File: src/rtl/id_ex_pkg.sv
// Shared types for the ID/EX pipeline register: default widths, payload layout, slot-state encoding.
package id_ex_pkg;

  localparam int DATA_WIDTH_D = 32;
  localparam int SIZEOP_D     = 6;
  localparam int REG_ADDR_W_D = 5;
  localparam int EX_W_D       = 4;
  localparam int MEM_W_D      = 3;
  localparam int WB_W_D       = 2;

  // Field order here is the packing order used by id_ex_stage.
  typedef struct packed {
    logic [DATA_WIDTH_D-1:0] regA;
    logic [DATA_WIDTH_D-1:0] regB;
    logic [DATA_WIDTH_D-1:0] extendido;
    logic [SIZEOP_D-1:0]     opcode;
    logic [REG_ADDR_W_D-1:0] rs;
    logic [REG_ADDR_W_D-1:0] rt;
    logic [REG_ADDR_W_D-1:0] rd;
    logic [EX_W_D-1:0]       ex;
    logic [MEM_W_D-1:0]      mem;
    logic [WB_W_D-1:0]       wb;
  } id_ex_payload_t;

  typedef enum logic [1:0] {EMPTY, ONE, FULL} state_t;

  function automatic int payload_width(input int dw, input int op, input int ra,
                                       input int ex, input int mem, input int wb);
    return 3 * dw + op + 3 * ra + ex + mem + wb;
  endfunction

endpackage

File: src/rtl/id_ex_slot.sv
// Payload register with load enable and synchronous active-low clear.
module id_ex_slot #(
  parameter int W = 1
) (
  input  logic         i_clock,
  input  logic         i_clear_n,
  input  logic         i_load,
  input  logic [W-1:0] i_d,
  output logic [W-1:0] o_q
);

  logic [W-1:0] r_q;

  always_ff @(posedge i_clock) begin
    if (!i_clear_n) begin
      r_q <= '0;
    end else if (i_load) begin
      r_q <= i_d;
    end
  end

  assign o_q = r_q;

endmodule

File: src/rtl/id_ex_stage.sv
// Elastic ID/EX pipeline register with valid/ready handshake, flush and bubble insertion.
// Define ID_EX_SKID_EN for the two-slot skid build with a registered o_ready.
module id_ex_stage
  import id_ex_pkg::*;
#(
  parameter int DATA_WIDTH = 32,
  parameter int SIZEOP     = 6,
  parameter int REG_ADDR_W = 5,
  parameter int EX_W       = 4,
  parameter int MEM_W      = 3,
  parameter int WB_W       = 2
) (
  input  logic                  i_clock,
  input  logic                  i_reset,
  input  logic                  i_valid,
  output logic                  o_ready,
  input  logic                  i_flush,
  input  logic [DATA_WIDTH-1:0] i_regA,
  input  logic [DATA_WIDTH-1:0] i_regB,
  input  logic [DATA_WIDTH-1:0] i_extendido,
  input  logic [SIZEOP-1:0]     i_opcode,
  input  logic [REG_ADDR_W-1:0] i_rs,
  input  logic [REG_ADDR_W-1:0] i_rt,
  input  logic [REG_ADDR_W-1:0] i_rd,
  input  logic [EX_W-1:0]       i_ex,
  input  logic [MEM_W-1:0]      i_mem,
  input  logic [WB_W-1:0]       i_wb,
  output logic                  o_valid,
  input  logic                  i_ready,
  output logic [DATA_WIDTH-1:0] o_regA,
  output logic [DATA_WIDTH-1:0] o_regB,
  output logic [DATA_WIDTH-1:0] o_extendido,
  output logic [SIZEOP-1:0]     o_opcode,
  output logic [REG_ADDR_W-1:0] o_rs,
  output logic [REG_ADDR_W-1:0] o_rt,
  output logic [REG_ADDR_W-1:0] o_rd,
  output logic [EX_W-1:0]       o_ex,
  output logic [MEM_W-1:0]      o_mem,
  output logic [WB_W-1:0]       o_wb
);

  localparam int PW = payload_width(DATA_WIDTH, SIZEOP, REG_ADDR_W, EX_W, MEM_W, WB_W);

  state_t            r_state;
  state_t            w_state_next;
  logic              w_valid;
  logic              w_in_fire;
  logic              w_out_fire;
  logic              w_load_m;
  logic [PW-1:0]     w_in;
  logic [PW-1:0]     w_m_d;
  logic [PW-1:0]     w_m_q;
  logic [EX_W-1:0]   w_ex_q;
  logic [MEM_W-1:0]  w_mem_q;
  logic [WB_W-1:0]   w_wb_q;

  assign w_in = {i_regA, i_regB, i_extendido, i_opcode, i_rs, i_rt, i_rd, i_ex, i_mem, i_wb};

  assign w_valid    = (r_state != EMPTY);
  assign w_in_fire  = i_valid & o_ready;
  assign w_out_fire = w_valid & i_ready;

  always_ff @(posedge i_clock) begin
    if (!i_reset) begin
      r_state <= EMPTY;
    end else begin
      r_state <= w_state_next;
    end
  end

`ifdef ID_EX_SKID_EN
  logic          r_ready;
  logic          w_load_s;
  logic          w_m_from_s;
  logic [PW-1:0] w_s_q;

  always_comb begin
    w_state_next = r_state;
    w_load_m     = 1'b0;
    w_load_s     = 1'b0;
    w_m_from_s   = 1'b0;
    if (i_flush) begin
      w_state_next = EMPTY;
    end else begin
      case (r_state)
        EMPTY: if (w_in_fire) begin
          w_state_next = ONE;
          w_load_m     = 1'b1;
        end
        ONE: begin
          if (w_in_fire && w_out_fire) begin
            w_load_m = 1'b1;
          end else if (w_in_fire) begin
            w_state_next = FULL;
            w_load_s     = 1'b1;
          end else if (w_out_fire) begin
            w_state_next = EMPTY;
          end
        end
        FULL: if (w_out_fire) begin
          w_state_next = ONE;
          w_load_m     = 1'b1;
          w_m_from_s   = 1'b1;
        end
        default: w_state_next = EMPTY;
      endcase
    end
  end

  // Ready is a pure flop, computed from where the FSM will be next cycle.
  always_ff @(posedge i_clock) begin
    if (!i_reset) begin
      r_ready <= 1'b1;
    end else begin
      r_ready <= (w_state_next != FULL);
    end
  end

  assign o_ready = r_ready;
  assign w_m_d   = w_m_from_s ? w_s_q : w_in;

  id_ex_slot #(.W(PW)) u_slot_s (
    .i_clock   (i_clock),
    .i_clear_n (i_reset),
    .i_load    (w_load_s),
    .i_d       (w_in),
    .o_q       (w_s_q)
  );
`else
  always_comb begin
    w_state_next = r_state;
    w_load_m     = 1'b0;
    if (i_flush) begin
      w_state_next = EMPTY;
    end else if (w_in_fire) begin
      w_state_next = ONE;
      w_load_m     = 1'b1;
    end else if (w_out_fire) begin
      w_state_next = EMPTY;
    end
  end

  assign o_ready = !w_valid | i_ready;
  assign w_m_d   = w_in;
`endif

  id_ex_slot #(.W(PW)) u_slot_m (
    .i_clock   (i_clock),
    .i_clear_n (i_reset),
    .i_load    (w_load_m),
    .i_d       (w_m_d),
    .o_q       (w_m_q)
  );

  assign {o_regA, o_regB, o_extendido, o_opcode, o_rs, o_rt, o_rd, w_ex_q, w_mem_q, w_wb_q} = w_m_q;

  // Control groups become a bubble whenever nothing valid is presented.
  assign o_valid = w_valid;
  assign o_ex    = w_valid ? w_ex_q  : '0;
  assign o_mem   = w_valid ? w_mem_q : '0;
  assign o_wb    = w_valid ? w_wb_q  : '0;

endmodule

File: config.mk
export PLATFORM = sky130hd
export DESIGN_NAME = id_ex_stage
export DESIGN_NICKNAME = d
export VERILOG_FILES = /design/src/rtl/id_ex_pkg.sv /design/src/rtl/id_ex_slot.sv /design/src/rtl/id_ex_stage.sv
export SDC_FILE = /design/constraint.sdc
export NUM_CORES = 1
export LEC_CHECK = 0
export ABC_AREA = 1
export CAP_MARGIN = 5
export CORE_MARGIN = 8
export CORE_UTILIZATION = 24
export CTS_CLUSTER_SIZE = 14
export DETAILED_ROUTE_END_ITERATION = 8
export MAX_ROUTING_LAYER = met4
export SYNTH_ARGS = -nofsm -noshare
export SYNTH_HDL_FRONTEND = slang
export SYNTH_SLANG_ARGS = --single-unit
File: constraint.sdc
create_clock -name i_clock -period 1.2 [get_ports i_clock]
set_input_delay 0.24 -clock i_clock [delete_from_list [all_inputs] [get_ports i_clock]]
set_output_delay 0.24 -clock i_clock [all_outputs]
set_load 0.05 [all_outputs]
# Yosys cells after proc, flatten, opt, wreduce, memory -nomap -nowiden
# Cells that the tools add are included.
[totals]
ff_bits = 127
latchBits = 0
mem_bits_rw = 0
mem_bits_ro = 0
output_inout_bits = 128
memories = 0
[classes]
n_addsub = 0
mul = 0
n_div = 0
n_lt_le_gt_ge = 0
n_eq_ne = 0
shift = 0
n_mux = 7
bitwise_logic = 4
reduce_logical = 3
[ops]
columns = ["cell", "n"]
rows = [
  ["$mux W1", 4],
  ["$mux W4", 1],
  ["$mux W3", 1],
  ["$and A1 B1 Y1", 2],
  ["$mux W2", 1],
  ["$reduce_bool A2 Y1", 1],
  ["$reduce_or A2 Y1", 1],
  ["$logic_not A1 Y1", 1],
  ["$not A1 Y1", 1],
  ["$or A1 B1 Y1", 1],
]

# Logic depth before layout (Yosys ltp)
[logic_depth]
ltp_word = 5
mapped_depth = 7

# Cells and area by module
# Synthesis repeated with hierarchy kept, for this count alone.
[unflattened]
cells_unflattened = 826
area_unflattened_um2 = 5332.6
[modules_own_cells]
columns = ["module", "instances", "cells_each", "area_each_um2", "seq_area_each_um2"]
rows = [
  ["id_ex_slot", 1, 798, 5186.2, 2522.4],
  ["id_ex_stage", 1, 28, 146.4, 20.0],
]

# Worst setup path after synthesis
# Ideal clock, no wire load.
[synth_timing]
path_type = "register -> register"
start = "reg r_state[0]"
end = "reg u_slot_m.r_q[105], in the netlist u_slot_m.o_q[105]"
setup_time_ns = 0.115
t_arrival_ns = 1.476
required_ns = 1.085
slack_ns = -0.391
path_stages_with_launch = 6
n_path_buf = 2
cell_sequence = "dfxtp_1 nand2_2 buf_2 buf_2 a21oi_1 nor2_1"
[synth_via]
elab_chain_len = 5
[synth_lines]
columns = ["item", "line_no", "rtl"]
rows = [
  ["start: declaration", "id_ex_stage.sv:44", "state_t r_state;"],
  ["start signal: assignment", "id_ex_stage.sv:67", "r_state <= w_state_next;"],
  ["$logic_not A1 Y1", "id_ex_stage.sv:143", "assign o_ready = !w_valid | i_ready;"],
  ["$or A1 B1 Y1", "id_ex_stage.sv:143", ""],
  ["named net o_ready", "id_ex_stage.sv:16", "output logic o_ready,"],
  ["$and A1 B1 Y1", "id_ex_stage.sv:60", "assign w_in_fire = i_valid & o_ready;"],
  ["$mux W1", "id_ex_stage.sv:135", "end else if (w_in_fire) begin"],
  ["$mux W1", "id_ex_stage.sv:133", "if (i_flush) begin"],
  ["end signal: assignment", "id_ex_slot.sv:18", "r_q <= i_d;"],
  ["end: declaration", "id_ex_slot.sv:12", "logic [W-1:0] r_q;"],
]
# The timed path passes the listed nets, and every way through them passes these cells.
# A chain may end at the register's enable or synchronous reset.

# Worst setup path in the final report
[layout_timing]
start = "reg r_state[0]"
end = "out o_mem[0]"
[layout_via]
elab_chain_len = 1
[layout_lines]
columns = ["item", "line_no", "rtl"]
rows = [
  ["$mux W3", "id_ex_stage.sv:160", "assign o_mem = w_valid ? w_mem_q : '0;"],
  ["end: declaration", "id_ex_stage.sv:38", "output logic [MEM_W-1:0] o_mem,"],
]
# Every way passes these cells.

==> metrics.yaml <==
gp_congestion: 0.766
die_w_um: 181
worst_slew_pin_slew_ps: 275
drt_iter0_drc: 379
grt_max_degree: 51
synth-compound-area-share_pct: 9.73
dpl_cell_area_um2: 10100
synthTopCellsByArea: "dfxtp_1 (39%), buf_4 (14%), a21oi_1 (9.7%)"
holdCritStartpoint: "i_reset"
layout_commonest_cell: "buf_12"
violations: "negative setup slack"
hold_slack_ps: 121
boundaryPins: 259
antenna_found_initial: 0
clock_latency_ps: 410
synthCells: 968
synth_top_family_by_area: "buffers and inverters"
num_rows: 60
initial_core_util_pct: 24.3
synth.distinct_cells: 14
period_share_pct: 126
drive_gt1_share_pct: 52.9
synthAdderAreaFrac_pct: 0
viasPerCell: 4.39
final.setup.worst_slack_ps: -314
period_needed_ps: 1510
synth_simple_gate_area_share_pct: 25.0
cts_tree: "yes"
p_leak_nw: 5.81
grt_setup_unrepaired: "true"
grt_pass1_wl_um: 34700
yosys.area.top_type: "dfxtp_1"
yosys-mux-area-fraction_pct: 0
critPathArrivalTime_ps: 1270
worstSetupStartpoint: "r_state[0]"
fin_util_pct: 49.7
cts.htree.levels: 4
finalHoldViolCount: 0
cpPeakStageDelay_ps: 370
path_depth: 4
syn_area_um2: 6530
setup_tns_ps: -28250
vias: 6622
wire_per_inst_um: 17.0
critPathBufInv: 3
grt.total_usage_pct: 13.6
dp_hpwl_um: 14800
syn2layout_area_growth_pct: 104
place_ws_ps: -469
io_buffer_count: 258
globalRouteOverflowTotal: 0
firstDrtPassIters: 5
clk_pin_slew_ps: 70
cts_root_buf: "clkbuf_16"
reg2reg_setup_slack_ps: -290
power_density_nw_per_um2: 1090
core_area_um2: 26900
drc: 0
fmaxAchievable_ghz: 0.661
cts.path.max_buffers: 2
critPathCaptureType: "primary output"
seq_area_frac_synth_pct: 38.9
cp_top_family: "buffers and inverters"
mostFrequentLayoutCells: "buf_12 (152), inv_1 (127), clkdlybuf4s50_1 (127), nor2_1 (118), nand2_1 (109)"
ir_worst_vdd_uv: 610
ys_ff_latch: 127
synth_top_cell_area_share_pct: 38.9
status: "finished with violations"
cp-start-kind: "flop"
timing.rr.start: "r_state[0]"
cts_made_buffers: 17
numClockSinks: 127
required_ps: 960
rr_endpoint: "u_slot_m.o_q[85]"
hold_class: "in -> reg"
crit_chain: "buf_12 > nand2_2 > clkinvlp_4 > buf_12"
ff2ff_path_depth: 9
crit_top_cell: "buf_12"
die_y_um: 181
die_area_um2: 32700
avgSynthCellArea_um2: 6.75
dp.cells: 1425
first_global_vias: 6380
max_slew_margin_pct: 81.6
stdcell_area_um2: 13400
setup_viol: 134
slowest_stage: "dfxtp_4"
finalNonFillerCells: 1509
critPathCapture: "o_mem[0]"
syn_nets: 1099
worst_clock_skew_ps: 13.3
antenna_left: 0
cp_max_fo: 9
yosys_warnings: 0
maxCapViolations: 0
maxSlewViolCount: 0
whs_path_depth: 3
power_mw: 14.5
critPathKind: "reg -> out"
wl_um: 25600
synthXorXnorAreaFrac_pct: 0
diodes: 0
nNetsFinal: 1286
## cell type report
cell class | instances | area, um2
Clock inverter | 11 | 141
Sequential cell | 127 | 2750
Clock buffer | 21 | 450
Timing Repair Buffer | 354 | 5560
Multi-Input combinational cell | 517 | 3460
Inverter | 138 | 552
Fill cell | 2438 | 13500
Tap cell | 341 | 427
## flip-flops by register name (all words and copies together) (netlist names)
name          flops
u_slot_m.o_q    126
r_state           1
## logic make-up (layout without fill, tap and decap cells)
kind of cell           count (synthesis)  after routing
flip-flops                           127            127
buffers and inverters                324            524
AO/OA/AOI/OAI                        127            127
AND/OR/NAND/NOR                      390            390
## cells in the mapped netlist, drive strengths merged
| cell type | number |
|---|---|
| nand3 | 126 |
| clkbuf | 14 |
| a21oi | 127 |
| inv | 138 |
| nor2 | 127 |
| dfxtp | 127 |
| nand2 | 136 |
| nor3 | 1 |
| buf | 172 |
## worst min-delay path: cells and delay by family
kind / cells / cell delay (ps)
buf+inv: 1 / 150
simple gates: 2 / 90
## how the worst min path moves through the flow
| stage | end |
|---|---|
| finish | u_slot_m.o_q[65] |
| global route | u_slot_m.o_q[65] |
| global placement | u_slot_m.o_q[3] |
| detailed placement | u_slot_m.o_q[2] |
| floorplan | r_state[0] |
| CTS | u_slot_m.o_q[65] |
## per-layer routing
metal | GRT usage [%] | up-vias | part of all wire, %
met5 | - | - | 0
met4 | 3.21 | 0 | 1.3
met3 | 6.04 | 28 | 8.4
met2 | 22.1 | 213 | 50
met1 | 15.3 | 3117 | 41
li1 | - | 3264 | -
## power by group
part / internal (mW) / switching (mW)
Sequential: 4.55 / 0.354
Combinational: 2.18 / 2.11
Clock: 3.31 / 1.99
## what timing repair did
action / in CTS / in global routing
pin swaps: 39 / 115
gates resized for setup: 208 / 256
endpoints found under the setup margin: 128 / 157
buffers inserted: 7 / 13
gates cloned: 13 / 24
hold buffers: 0 / 0
No activity file was read; power rests on OpenSTA's default activity.
